File: src/rtl/riscv_pkg.sv
// riscv_pkg: shared opcodes, sequencer state, datapath select encodings and opcode class.
package riscv_pkg;
  localparam logic [6:0] OPC_OP       = 7'h33;
  localparam logic [6:0] OPC_OP_IMM   = 7'h13;
  localparam logic [6:0] OPC_LOAD     = 7'h03;
  localparam logic [6:0] OPC_STORE    = 7'h23;
  localparam logic [6:0] OPC_LUI      = 7'h37;
  localparam logic [6:0] OPC_AUIPC    = 7'h17;
  localparam logic [6:0] OPC_JAL      = 7'h6f;
  localparam logic [6:0] OPC_JALR     = 7'h67;
  localparam logic [6:0] OPC_BRANCH   = 7'h63;
  localparam logic [6:0] OPC_MISC_MEM = 7'h0f;
  localparam logic [6:0] OPC_SYSTEM   = 7'h73;
  localparam logic [3:0] ALU_OP_ADD  = 4'd0;
  localparam logic [3:0] ALU_OP_SUB  = 4'd1;
  localparam logic [3:0] ALU_OP_AND  = 4'd2;
  localparam logic [3:0] ALU_OP_OR   = 4'd3;
  localparam logic [3:0] ALU_OP_XOR  = 4'd4;
  localparam logic [3:0] ALU_OP_SLL  = 4'd5;
  localparam logic [3:0] ALU_OP_SRL  = 4'd6;
  localparam logic [3:0] ALU_OP_SRA  = 4'd7;
  localparam logic [3:0] ALU_OP_SLT  = 4'd8;
  localparam logic [3:0] ALU_OP_SLTU = 4'd9;
  typedef enum logic [2:0] {
    S_IDLE, S_FETCH, S_DECODE, S_EXECUTE, S_MEM, S_WRITEBACK, S_HALT, S_TRAP
  } state_t;
  typedef enum logic [1:0] {PC_PLUS4, PC_OFFSET, PC_JALR} pc_src_t;
  typedef enum logic [1:0] {B_RS2, B_IMM12, B_STORE, B_IMM20} alu_b_t;
  typedef enum logic [1:0] {WB_ALU, WB_MEM, WB_PC4, WB_IMM20} wb_sel_t;
  typedef struct packed {
    logic alu, imm, load, store, branch, jal, jalr, lui, auipc, fence, system, illegal;
  } opc_class_t;
endpackage

File: src/rtl/riscv_opcode_class.sv
// riscv_opcode_class: combinational opcode to one-hot instruction class.
module riscv_opcode_class
  import riscv_pkg::*;
(
  input  logic [6:0] opcode,
  output opc_class_t cls
);
  assign cls.alu     = opcode == OPC_OP;
  assign cls.imm     = opcode == OPC_OP_IMM;
  assign cls.load    = opcode == OPC_LOAD;
  assign cls.store   = opcode == OPC_STORE;
  assign cls.branch  = opcode == OPC_BRANCH;
  assign cls.jal     = opcode == OPC_JAL;
  assign cls.jalr    = opcode == OPC_JALR;
  assign cls.lui     = opcode == OPC_LUI;
  assign cls.auipc   = opcode == OPC_AUIPC;
  assign cls.fence   = opcode == OPC_MISC_MEM;
  assign cls.system  = opcode == OPC_SYSTEM;
  assign cls.illegal = !(opcode inside {OPC_OP, OPC_OP_IMM, OPC_LOAD, OPC_STORE, OPC_BRANCH,
                         OPC_JAL, OPC_JALR, OPC_LUI, OPC_AUIPC, OPC_MISC_MEM, OPC_SYSTEM});
endmodule

File: src/rtl/riscv_sequencer.sv
// riscv_sequencer: multi-cycle RV32I control FSM; define RISCV_TRAP_EN to trap on illegal opcodes.
module riscv_sequencer
  import riscv_pkg::*;
#(
  parameter int INSTRET_WIDTH = 32
) (
  input  logic                     clock,
  input  logic                     reset_n,
  input  logic                     run,
  input  logic [6:0]               opcode,
  input  logic                     branch_taken,
  input  logic                     mem_ack,
  output logic                     mem_req,
  output logic                     mem_we,
  output logic                     mem_addr_sel,
  output logic                     ir_we,
  output logic                     pc_we,
  output logic [1:0]               pc_src,
  output logic                     alu_a_sel,
  output logic [1:0]               alu_b_sel,
  output logic                     reg_we,
  output logic [1:0]               wb_sel,
  output logic                     halted,
  output logic                     trap,
  output logic [INSTRET_WIDTH-1:0] instret
);
  state_t state, state_nx;
  opc_class_t cls;
  logic retire, trap_op, fence_like;
  riscv_opcode_class u_cls (.opcode(opcode), .cls(cls));
`ifdef RISCV_TRAP_EN
  assign trap_op    = cls.illegal;
  assign fence_like = cls.fence;
  assign trap       = state == S_TRAP;
`else
  assign trap_op    = 1'b0;
  assign fence_like = cls.fence | cls.illegal;
  assign trap       = 1'b0;
`endif
  always_ff @(posedge clock or negedge reset_n)
    if (!reset_n) state <= S_IDLE;
    else state <= state_nx;
  always_ff @(posedge clock or negedge reset_n)
    if (!reset_n) instret <= '0;
    else if (retire) instret <= instret + INSTRET_WIDTH'(1);
  always_comb begin
    state_nx = state;
    case (state)
      S_IDLE:      state_nx = run ? S_FETCH : S_IDLE;
      S_FETCH:     state_nx = mem_ack ? S_DECODE : S_FETCH;
      S_DECODE:    state_nx = cls.system ? S_HALT : trap_op ? S_TRAP : S_EXECUTE;
      S_EXECUTE:   state_nx = (cls.branch | fence_like) ? S_FETCH :
                              (cls.load | cls.store) ? S_MEM : S_WRITEBACK;
      S_MEM:       state_nx = !mem_ack ? S_MEM : cls.store ? S_FETCH : S_WRITEBACK;
      S_WRITEBACK: state_nx = S_FETCH;
      default:     state_nx = state;
    endcase
  end
  always_comb begin
    mem_req      = 1'b0;
    mem_we       = 1'b0;
    mem_addr_sel = 1'b0;
    ir_we        = 1'b0;
    pc_we        = 1'b0;
    pc_src       = PC_PLUS4;
    alu_a_sel    = 1'b0;
    alu_b_sel    = B_RS2;
    reg_we       = 1'b0;
    wb_sel       = WB_ALU;
    halted       = 1'b0;
    retire       = 1'b0;
    case (state)
      S_FETCH: begin
        mem_req = 1'b1;
        ir_we   = mem_ack;
      end
      S_DECODE: retire = cls.system;
      S_EXECUTE: begin
        alu_a_sel = cls.auipc;
        alu_b_sel = cls.alu ? B_RS2 : cls.auipc ? B_IMM20 : cls.store ? B_STORE :
                    (cls.imm | cls.load) ? B_IMM12 : B_RS2;
        pc_we     = cls.branch | fence_like;
        pc_src    = (cls.branch & branch_taken) ? PC_OFFSET : PC_PLUS4;
        retire    = cls.branch | fence_like;
      end
      S_MEM: begin
        mem_req      = 1'b1;
        mem_addr_sel = 1'b1;
        mem_we       = cls.store;
        pc_we        = cls.store & mem_ack;
        retire       = cls.store & mem_ack;
      end
      S_WRITEBACK: begin
        reg_we = 1'b1;
        wb_sel = cls.load ? WB_MEM : cls.lui ? WB_IMM20 : (cls.jal | cls.jalr) ? WB_PC4 : WB_ALU;
        pc_we  = 1'b1;
        pc_src = cls.jal ? PC_OFFSET : cls.jalr ? PC_JALR : PC_PLUS4;
        retire = 1'b1;
      end
      S_HALT: halted = 1'b1;
      default: ;
    endcase
  end
endmodule

File: config.mk
export PLATFORM = sky130hd
export DESIGN_NAME = riscv_sequencer
export DESIGN_NICKNAME = d
export VERILOG_FILES = /design/src/rtl/riscv_pkg.sv /design/src/rtl/riscv_opcode_class.sv /design/src/rtl/riscv_sequencer.sv
export SDC_FILE = /design/constraint.sdc
export NUM_CORES = 1
export LEC_CHECK = 0
export ABC_AREA = 1
export CAP_MARGIN = 30
export CORE_MARGIN = 2
export CORE_UTILIZATION = 50
export DETAILED_ROUTE_END_ITERATION = 10
export DONT_BUFFER_PORTS = 1
export SETUP_SLACK_MARGIN = 0.02
export SLEW_MARGIN = 5
export SYNTH_ARGS = -nofsm -noshare
export SYNTH_HDL_FRONTEND = slang
export SYNTH_SLANG_ARGS = --single-unit
File: constraint.sdc
create_clock -name clock -period 4.4 [get_ports clock]
set_clock_uncertainty 0.15 [all_clocks]
set_input_delay 0 -clock clock [delete_from_list [all_inputs] [get_ports clock]]
set_output_delay 0 -clock clock [all_outputs]
set_load 0.05 [all_outputs]
### Word level (Yosys, flattened, before mapping)

Cells that the tools add are included.

* $add $sub $neg: 1
* eq/ne operators: 17
* multiplexer cells: 30
* bitwise operators: 7
* reduce and logical (&&, ||, !) cells: 5

Operator list (number)
* $add 32x1->32 const B: 1
* $eq 7x7->1 const B: 4
* $mux 2: 11
* $eq 7x6->1 const B: 3
* $pmux 3 s6: 1
* $eq 7x5->1 const B: 2
* $mux 3: 4
* $mux 1: 11
* $reduce_bool 11->1: 1
* $eq 3x3->1 const B: 3
* $eq 7x2->1 const B: 1
* $eq 7x4->1 const B: 1
* $eq 3x2->1 const B: 2
* $reduce_bool 6->1: 1
* $or 1x1->1: 5
* $pmux 1 s4: 1
* $pmux 2 s2: 1
* $eq 3x1->1 const B: 1
* $logic_not 3->1: 1
* $pmux 1 s3: 1
* $and 1x1->1: 2
* $reduce_or 2->1: 1
* $logic_not 1->1: 1

* bits in registers: 35
* output and inout port bits: 47

### Longest topological paths before layout

Gate-level depths: netlist of the first run.

* word-level depth: 7
* gate-level depth with buffers: 11
* depth with buffers taken out: 10

### Modules after synthesis

Synthesis of the first run repeated with hierarchy kept, for this count alone.

* cells, all modules: 387
* area, all modules: 2543.7 sq um

Modules (own cells, without submodules)
* riscv_sequencer: instances 1, cells each 345, area an instance 2369.8 sq um, sequential area each 875.8 sq um
* riscv_opcode_class: instances 1, cells each 42, area an instance 173.9 sq um, sequential area each 0.0 sq um

### Least setup slack after synthesis of the first run

No wires, ideal clock.

* path kind: register to output
* start point: reg state[1]
* end point: out pc_src[0]
* arrival time: 2.531 ns
* data required time: 4.250 ns
* path slack: 1.719 ns
* stages on the path, launching flop included: 6
* cell sequence: dfrtp_1 inv_1 nand2_1 nor2_1 inv_2 o21ai_0

* word-level cells in the longest chain between the ends: 2
* elaborated cells on any way between the ends: 3

Ends and longest elaborated chain
* from (decl): line riscv_sequencer.sv:27 `state_t state, state_nx;`
* from (signal assigned): line riscv_sequencer.sv:42 `else state <= state_nx;`
* $eq 3x3->1 or $eq 3x2->1 (tied branches): line riscv_sequencer.sv:72 `case (state)`
* $pmux 2 s2 (*): line riscv_sequencer.sv:72
* to (decl): line riscv_sequencer.sv:18 `output logic [1:0] pc_src,`

Every way passes the cells marked *; elsewhere a longest branch is shown, timed or not.

### Final worst setup path of the first run

* start point: in opcode[5]
* end point: reg state[2]

* word-level cells in the longest chain between the ends: 7
* elaborated cells on any way between the ends: 20

Ends and longest elaborated chain
* from (decl): line riscv_sequencer.sv:10 `input logic [6:0] opcode,`
* $eq 7x6->1 (tied with other cells): line riscv_opcode_class.sv:19 `assign cls.illegal = !(opcode inside {OPC_OP, OPC_OP_IMM, OPC_LOAD, OPC_STORE, OPC_BRANCH,`
* $reduce_bool 11->1: line riscv_opcode_class.sv:19
* $logic_not 1->1: line riscv_opcode_class.sv:19
* $or 1x1->1: line riscv_sequencer.sv:37 `assign fence_like = cls.fence | cls.illegal;`
* $or 1x1->1: line riscv_sequencer.sv:52 `S_EXECUTE: state_nx = (cls.branch | fence_like) ? S_FETCH :`
* $mux 3: line riscv_sequencer.sv:52
* $pmux 3 s6 (*): line riscv_sequencer.sv:48 `case (state)`

Marked as above.
A chain may end at the register's enable or synchronous reset.

==> results of run 1 <==
## sequential cells by signal, indices dropped and copies added, names as in the netlist
name,count
instret,32
state,3
## synthesized netlist by cell type
cell      number  share of area
buf_6          3          0.013
nand3_4        2          0.013
nand4_1       43           0.10
inv_2          4         0.0056
nand2_1      164           0.23
a21oi_1        3         0.0056
nor2_1        54          0.076
conb_1         1         0.0014
buf_4          1         0.0028
dfrtp_1       35           0.33
xor2_1        11          0.036
buf_2          9          0.017
inv_1         31          0.043
nor3_2         1         0.0037
a21boi_0       1         0.0028
nor2_2         2         0.0047
xnor2_1        9          0.029
clkinv_1       1         0.0014
o21ai_0        5         0.0093
nand3_1       13          0.024
ha_1           1         0.0047
o211ai_1       1         0.0028
o31ai_1        1         0.0028
nor3_1         9          0.017
nand3b_1       8          0.022
nand4_2        1         0.0047
## logic make-up (layout without fill, tap and decap cells)
logic type / after synthesis / in the layout
AOI/OAI and AO/OA: 11 / 11
xor gates and xnor gates: 20 / 20
adders and majority gates: 1 / 1
buffers and inverters: 49 / 59
DFF: 35 / 35
other: 1 / 1
and+or+nand+nor: 297 / 297
## power by group
part	leakage [nW]	total (mW)	internal (mW)	switching, mW
Combinational	0.925	0.0246	0.00767	0.0169
Sequential	0.474	0.321	0.321	0
Clock	0.0470	0.243	0.123	0.121
## area by class of cell
type,instances,area [µm²]
Clock inverter,1,5.005
Clock buffer,6,82.58
Timing Repair Buffer,16,152.6
Multi-Input combinational cell,330,1582
Fill cell,537,2220
Inverter,36,135.1
Tap cell,70,87.58
Sequential cell,35,875.8
## worst max-delay path, cell delays in order
cell and delay, ps:
dlygate4sd3_1 560, nand3_1 100, dlygate4sd3_1 580, nor2_1 140, dlygate4sd3_1 570, nand2_1 50
nand2_1 60, nand4_1 100, dlygate4sd3_1 570
## path summary, 6_finish.rpt
kind,slack (ps),endpoint,startpoint,depth (start not counted)
max,1710,state[2]$_DFFE_PN0P_,opcode[5],9
min,60,instret[24]$_DFFE_PN0P_,reset_n,2
max reg2reg,1920,instret[16]$_DFFE_PN0P_,instret[0]$_DFFE_PN0P_,7
min reg2reg,480,state[1]$_DFFE_PN0P_,state[1]$_DFFE_PN0P_,3
max in group asynchronous,3850,instret[12]$_DFFE_PN0P_,reset_n,2
min in group clock,100,instret[11]$_DFFE_PN0P_,opcode[6],4
## routing by layer
layer	vias to the layer above	global-route usage	part of all wire
met5	-	0	0
met4	0	0.07321	0.011
met3	7	0.06235	0.049
met2	70	0.4322	0.48
met1	1251	0.3429	0.46
li1	1358	-	-
==> summary.txt, run 1 <==
Layout
  – Antenna cells: 0
  – Layout cells sized above 1: 0.05896
  – Cell Count, Final, Fillers Out: between 400 and 500
  – Commonest non-fill, non-tap cell in the layout: nand2_1
  – Final core occ: 0.5682
  – Post-Layout Inst Area: just under 0.003 mm²
  – Commonest cells after routing, fill and taps aside: nand2_1 (164), nor2_1 (54), nand4_1 (43)
  – Nets: approximately 440
  – Area Overhead vs Synth: 9.014%

Synth
  – Cells after Synth: 414
  – Largest family of logic cells by synthesized area: simple AND/OR/NAND/NOR gates
  – Synth cell types: 26
  – Syn nets: roughly 430
  – #FFs+latches synth: 35
  – Cell Area, Synth: 0.002679 mm²
  – Synth Warn #: 0
  – Post-synthesis simple-gate area fraction: 0.4956
  – Post-Synth Adder-Cell Area: 0.004671
  – Syn_area_per_cell: 6.471 µm²
  – Mux contribution to synthesized area: 0
  – Sequential area share after synthesis: 0.3270
  – Synth Area in Compound Gates: 0.02335
  – XOR/XNOR Fraction of Synth Area: 0.06539

STA
  – Final worst slack: between 1500 and 2000 ps
  – Hold Fails Final Rpt: 0
  – Final Max Slew Viols: 0
  – Endpoints failing setup: 0
  – Fin crit share: 0.6112
  – Hold slack: about 62 ps
  – Setup TNS: 0 ps
  – Worst-margin pin slew: between 900 and 1000 ps
  – RSZ-0062 raised after global routing: no
  – Fmax: 371.9 MHz
  – Final Critical Period: ~2700 ps
  – Max-slew headroom: 0.3344

Die
  – Core Rows: 26
  – Core ar.: 0.005140 mm²
  – Total die area: ~0.0060 mm²
  – Initial Util: 0.5212
  – IO Pins: 59
  – Die Wd: 77.20 µm
  – Die H: about 77 µm

Drt
  – Vias: approximately 2,700
  – Wirelength, routed: around 7.3 mm
  – Post-DR vias/cell: 5.437
  – First DRT Iteration DRCs: roughly 240
  – DRT Pass-1 Iters: 4
  – DRC Markers: 0
  – WL per Instance: 14.82 µm
  – DRT antenna net count: 0

GRT
  – Global-route wire length before repair: roughly 13 mm
  – Largest net degree at the start of global routing: 36
  – Antenna violations before repair: 0
  – Number of global-route vias before repair: 2,525
  – GRT Resource Usage Total: 0.2624
  – Gr ovfl total: 0

Worst setup path
  – Crit path DAT: about 2700 ps
  – CP Capture Type: flop
  – Req. time, crit path: around 4400 ps
  – Type of the worst setup path: primary input to flop
  – Crit-path max FO: 5
  – Startpoint types: primary input

Run
  – Max cap viols: 0

Placement
  – Worst slack at placement: slightly below 2000 ps
  – Placed insts: 478
  – Final RePlAce weighted congestion: ~0.94
  – Placed Area: about 0.0027 mm²
  – I/O Buffers: 0
  – HPWL after DPL: approximately 5.3 mm

Clock network
  – Root Buffer: clkbuf_8
  – Clock sink count: 35
  – Clock slew at reported path FFs: ~80 ps
  – Worst skew pair latency: roughly 290 ps
  – H-tree levels: 2
  – Max clock buf depth: 2
  – PostCTS Resize Cnt: 0
  – Number of CTS-inserted buffers: 5
  – Postcts setup bufs: 0
  – CTS tree: done
  – # hold bufs at CTS: 9

Power and ir drop
  – Pwr per Cell Area: just over 200 mW/mm²
  – Pwr Total: 589.6 µW
  – Pleak: ~1.4 nW
  – Peak VDD IR: ~0.00014 V

Worst hold path
  – Worst min-delay path class: primary input to asynchronous set/reset pin

Run status
  – Status: complete, no violations
Power figures use the tool's default switching activity.
==> run 2, diff against run 1 <==
- clock period: 4.4 -> 2.69 ns (I/O delays scaled with it)
==> run 2 against run 1 <==
Against the previous run: via count rose by 3.1%; combinational power rose by 61%; wire length rose by 2.9%; clock power rose by 56%; die area did not move; final area rose by 8.0%; utilization rose by 4.6 points; final cell count rose by 6.7%; power rose by 60%; non-clock buffer count rose by 32; largest cell class unchanged; largest power group unchanged.
==> summary.txt, run 2 (synthesized netlist as in run 1, its figures left out) <==
Worst setup path
  – Req. time, crit path: 2540 ps
  – Crit-path max FO: 33
  – Type of the worst setup path: flop to output port
  – CP startpoint: state[1]$_DFFE_PN0P_
  – Reg-to-reg startpoint: instret[12]$_DFFE_PN0P_
  – CP Capture Type: output port
  – CP bufs+invs: 6
  – Critical-path top delay cell: dfrtp_1
  – Crit path cell chain: inv_1, nand2_1, nor2_1, buf_4, inv_2, nand2_1, inv_2, buf_4, nand2_1, buf_4
  – Crit path DAT: roughly 2000 ps
  – CP delay by family, top: buffers and inverters
  – CP peak stage delay: roughly 380 ps
  – Startpoint types: flop

STA
  – Endpoints failing setup: 0
  – Worst-margin pin slew: 602.2 ps
  – Fin crit share: 0.8030
  – Hold Fails Final Rpt: 0
  – RSZ-0062 raised after global routing: no
  – Final worst slack: about 530 ps
  – Final Critical Period: 2160 ps
  – Final Max Slew Viols: 0
  – Setup TNS: 0 ps
  – Max-slew headroom: 0.5985
  – Fmax: 462.9 MHz
  – Hold slack: approximately 53 ps

Die
  – IO Pins: 59
  – Die H: around 77 µm
  – Core ar.: between 0.005 and 0.006 mm²
  – Total die area: a little under 0.006 mm²
  – Core Rows: 26
  – Initial Util: 0.5212
  – Die Wd: between 70 and 80 µm

Layout
  – Antenna cells: 0
  – Area Overhead vs Synth: 17.75%
  – Commonest non-fill, non-tap cell in the layout: nand2_1
  – Fill count: between 500 and 600
  – Multi-input logic area: 0.001584 mm²
  – Largest register FFs: 32
  – Reg with most FFs: instret
  – Layout cells sized above 1: 0.1269
  – Commonest cells after routing, fill and taps aside: nand2_1 (164), nor2_1 (53), nand4_1 (43)
  – Post-Layout Inst Area: between 0.003 and 0.004 mm²
  – Regs by FF count: instret: 32 flops, state: 3 flops
  – Cell Count, Final, Fillers Out: roughly 530
  – Nets: 469
  – Final core occ: 0.6137
  – Sequential cell area: between 800 and 900 µm²

Drt
  – Wirelength, routed: 7.534 mm
  – DRT antenna net count: 0
  – WL per Instance: approximately 14 µm
  – First DRT Iteration DRCs: 172
  – DRC Markers: 0
  – Post-DR vias/cell: around 5.3
  – DRT Pass-1 Iters: 5
  – Vias: ~2,800

GRT
  – GRT Resource Usage Total: 0.2741
  – Antenna violations before repair: 0
  – Number of global-route vias before repair: about 2,700
  – Gr ovfl total: 0
  – Largest net degree at the start of global routing: 36
  – Global-route wire length before repair: between 10 and 15 mm

Power and ir drop
  – Peak VDD IR: 0.0002110 V
  – Pwr per Cell Area: ~300 mW/mm²
  – Pwr Total: roughly 940 µW
  – Pleak: about 1.6 nW

Placement
  – Worst slack at placement: about 570 ps
  – HPWL after DPL: about 5.5 mm
  – Placed Area: 0.002980 mm²
  – Final RePlAce weighted congestion: 1.006
  – I/O Buffers: 0
  – Placed insts: ~510

Worst hold path
  – Worst min-delay path class: primary input to asynchronous set/reset pin

Clock network
  – H-tree levels: 2
  – Worst skew pair latency: 290 ps
  – Postcts setup bufs: 0
  – Root Buffer: clkbuf_8
  – Clock sink count: 35
  – Clock slew at reported path FFs: approximately 70 ps
  – Number of CTS-inserted buffers: 5
  – CTS tree: done
  – Max clock buf depth: 2

Run
  – Max cap viols: 0

Run status
  – Status: complete, no violations
-- run 2: cell type report --
cell class	instances	area share
Clock buffer	7	0.02420
Clock inverter	1	0.001587
Inverter	36	0.04284
Multi-Input combinational cell	330	0.5022
Sequential cell	35	0.2777
Tap cell	70	0.02777
Timing Repair Buffer	48	0.1238
-- run 2: worst paths after layout --
kind	to	slack (ps)	depth (start not counted)
max reg2reg	instret[29]$_DFFE_PN0P_	540	9
min reg2reg	instret[1]$_DFFE_PN0P_	440	3
max in group asynchronous	instret[14]$_DFFE_PN0P_	2150	2
min	instret[31]$_DFFE_PN0P_	50	2
max	pc_we	530	10
min in group clock	instret[10]$_DFFE_PN0P_	70	4
-- run 2: layer usage --
layer	routed length, µm	global-route usage
met1	3581	0.3686
met2	3409	0.4409
met3	414	0.05882
met4	128	0.08393
met5	0	0
-- run 2: repair_timing --
action                     in CTS  in global routing
resized for setup               0                  1
setup endpoints to repair       0                  1
hold buffers                    9                  0
hold endpoints to repair       38                  0
-- run 2: power breakdown --
part	switching, mW	total [mW]	internal (mW)
Clock	0.196	0.378	0.182
Combinational	0.0276	0.0395	0.0119
Sequential	0	0.526	0.526
==> run 3, diff against run 2 <==
- clock period: 2.69 -> 2 ns (I/O delays scaled with it)
==> run 3 against run 2 <==
Against the previous run: final area rose by 6.3%; global-route usage barely moved; wire length rose by 4.0%; final cell count rose by 2.8%; non-clock buffer count rose by 15; clock power rose by 37%; sequential share of layout area fell by 1.6 points; utilization rose by 3.8 points; first-iteration DRC count rose by 28%; hold slack got worse by 44 ps; largest cell class unchanged.
==> summary.txt, run 3 (synthesized netlist as in run 1, its figures left out) <==
Die
  – IO Pins: roughly 60
  – Core ar.: between 0.005 and 0.006 mm²
  – Die Wd: ~77 µm
  – Total die area: 0.005959 mm²
  – Die H: between 70 and 80 µm
  – Core Rows: 26
  – Initial Util: 0.5212

Drt
  – DRT antenna net count: 0
  – Highest Signal Layer: met4
  – Met2 wire len: approximately 3.7 mm
  – DRC Markers: 0
  – Vias: 2,929
  – Post-DR vias/cell: ~5.4
  – M1 WL: roughly 3.6 mm
  – First DRT Iteration DRCs: ~220
  – WL per Instance: ~14 µm
  – DRT Pass-1 Iters: 4
  – Wirelength, routed: ~7.8 mm
  – Met3 wire length: ~480 µm

Worst setup path
  – CP Capture Type: output port
  – Crit-path max FO: 5
  – Startpoint types: flop
  – Type of the worst setup path: flop to output port
  – Crit path DAT: about 1700 ps
  – Req. time, crit path: 1850 ps

Power and ir drop
  – Pwr per Cell Area: roughly 380 mW/mm²
  – Pwr Total: around 1.3 mW
  – Peak VDD IR: between 0.0003 and 0.0004 V
  – Pleak: ~1.7 nW

GRT
  – Largest net degree at the start of global routing: 36
  – Antenna violations before repair: 0
  – Gr ovfl total: 0
  – Number of global-route vias before repair: 2,697
  – Global-route wire length before repair: between 10 and 15 mm
  – GRT Resource Usage Total: 0.2744

Clock network
  – Number of CTS-inserted buffers: 5
  – CTS tree: done
  – Clock sink count: 35
  – Root Buffer: clkbuf_8
  – Worst skew pair latency: ~290 ps
  – H-tree levels: 2
  – Max clock buf depth: 2
  – Clock slew at reported path FFs: about 70 ps

Layout
  – Regs by FF count: instret: 32 flops, state: 3 flops
  – Area Overhead vs Synth: 25.13%
  – Fill count: 477
  – Largest register FFs: 32
  – Nets: roughly 480
  – Cell Count, Final, Fillers Out: approximately 540
  – Commonest cells after routing, fill and taps aside: nand2_1 (162), buf_4 (52), nor2_1 (47)
  – Antenna cells: 0
  – Reg with most FFs: instret
  – Layout cells sized above 1: 0.1822
  – Commonest non-fill, non-tap cell in the layout: nand2_1

Placement
  – HPWL after DPL: about 5.7 mm
  – Placed insts: 524
  – I/O Buffers: 0
  – Worst slack at placement: -10.25 ps
  – Final RePlAce weighted congestion: 0.9404

Run status
  – Status: complete, no violations

STA
  – Hold Fails Final Rpt: 0
  – Final Max Slew Viols: 0
  – Fmax: approximately 530 MHz
  – Fin crit share: 0.9470
  – Hold slack: between 9 and 10 ps
  – Endpoints failing setup: 0
  – Final worst slack: ~110 ps
  – Max-slew headroom: 0.6433
  – Final Critical Period: around 1900 ps
  – Worst-margin pin slew: ~540 ps
  – RSZ-0062 raised after global routing: yes

Worst hold path
  – Worst min-delay path class: primary input to flop

Run
  – Max cap viols: 0
[run 3: worst max-delay path, cell delays in order (launching register included)]
cell and delay [ps]:
dfrtp_1 400, inv_1 130, nand2_2 130, nor2_4 120
buf_4 210, o211ai_1 120, inv_1 340
[run 3: area by class of cell]
cell class | instances | area, µm² | share of cell area
repair buffers | 63 | 526.8 | 0.1571
clock buffers | 7 | 76.32 | 0.02277
inverters | 36 | 143.9 | 0.04293
flip-flops and latches | 35 | 878.3 | 0.2620
well taps | 70 | 87.58 | 0.02613
multi-input cells | 330 | 1634 | 0.4875
clock inverters | 1 | 5.005 | 0.001493
[run 3: what timing repair did]
action | CTS | global route
gates resized for setup | 3 | 12
hold endpoints to repair | 38 | 0
setup endpoints to repair | 13 | 18
buffers inserted | 0 | 2
hold buffers | 8 | 0
[run 3: through the flow]
stage	TNS [ps]	util	area, µm²
after floorplan	0	-	2705
after global placement	0	0.6064	3117
after detailed placement	-10.25	0.6064	3117
after CTS	0	0.6414	3297
after global routing	-3.445	0.6521	3352
final	0	0.6521	3352
[run 3: path summary, 6_finish.rpt]
| kind | start | to | slack [ps] | cells past startpoint |
|---|---|---|---|---|
| worst max-delay path | state[1]$_DFFE_PN0P_ | wb_sel[1] | 110 | 6 |
| worst min-delay path | opcode[2] | state[0]$_DFFE_PN0P_ | 10 | 6 |
| worst max register to register | instret[5]$_DFFE_PN0P_ | instret[30]$_DFFE_PN0P_ | 180 | 9 |
| worst min register to register | instret[1]$_DFFE_PN0P_ | instret[1]$_DFFE_PN0P_ | 460 | 2 |
| max in group asynchronous | reset_n | instret[6]$_DFFE_PN0P_ | 1450 | 2 |
| min in group asynchronous | reset_n | instret[12]$_DFFE_PN0P_ | 60 | 2 |
[run 3: where the power goes]
part | switching, mW | total (mW) | internal (mW)
Sequential | 0 | 0.707 | 0.707
Clock | 0.271 | 0.516 | 0.245
Combinational | 0.0404 | 0.0590 | 0.0186
Total | 0.311 | 1.28 | 0.971
[run 3: per-layer routing]
| metal | GRT usage | up-vias |
|---|---|---|
| met1 | 0.3752 | 1354 |
| met4 | 0.06964 | 0 |
| met5 | 0 | - |
| met3 | 0.03882 | 7 |
| met2 | 0.4557 | 110 |
| li1 | - | 1458 |
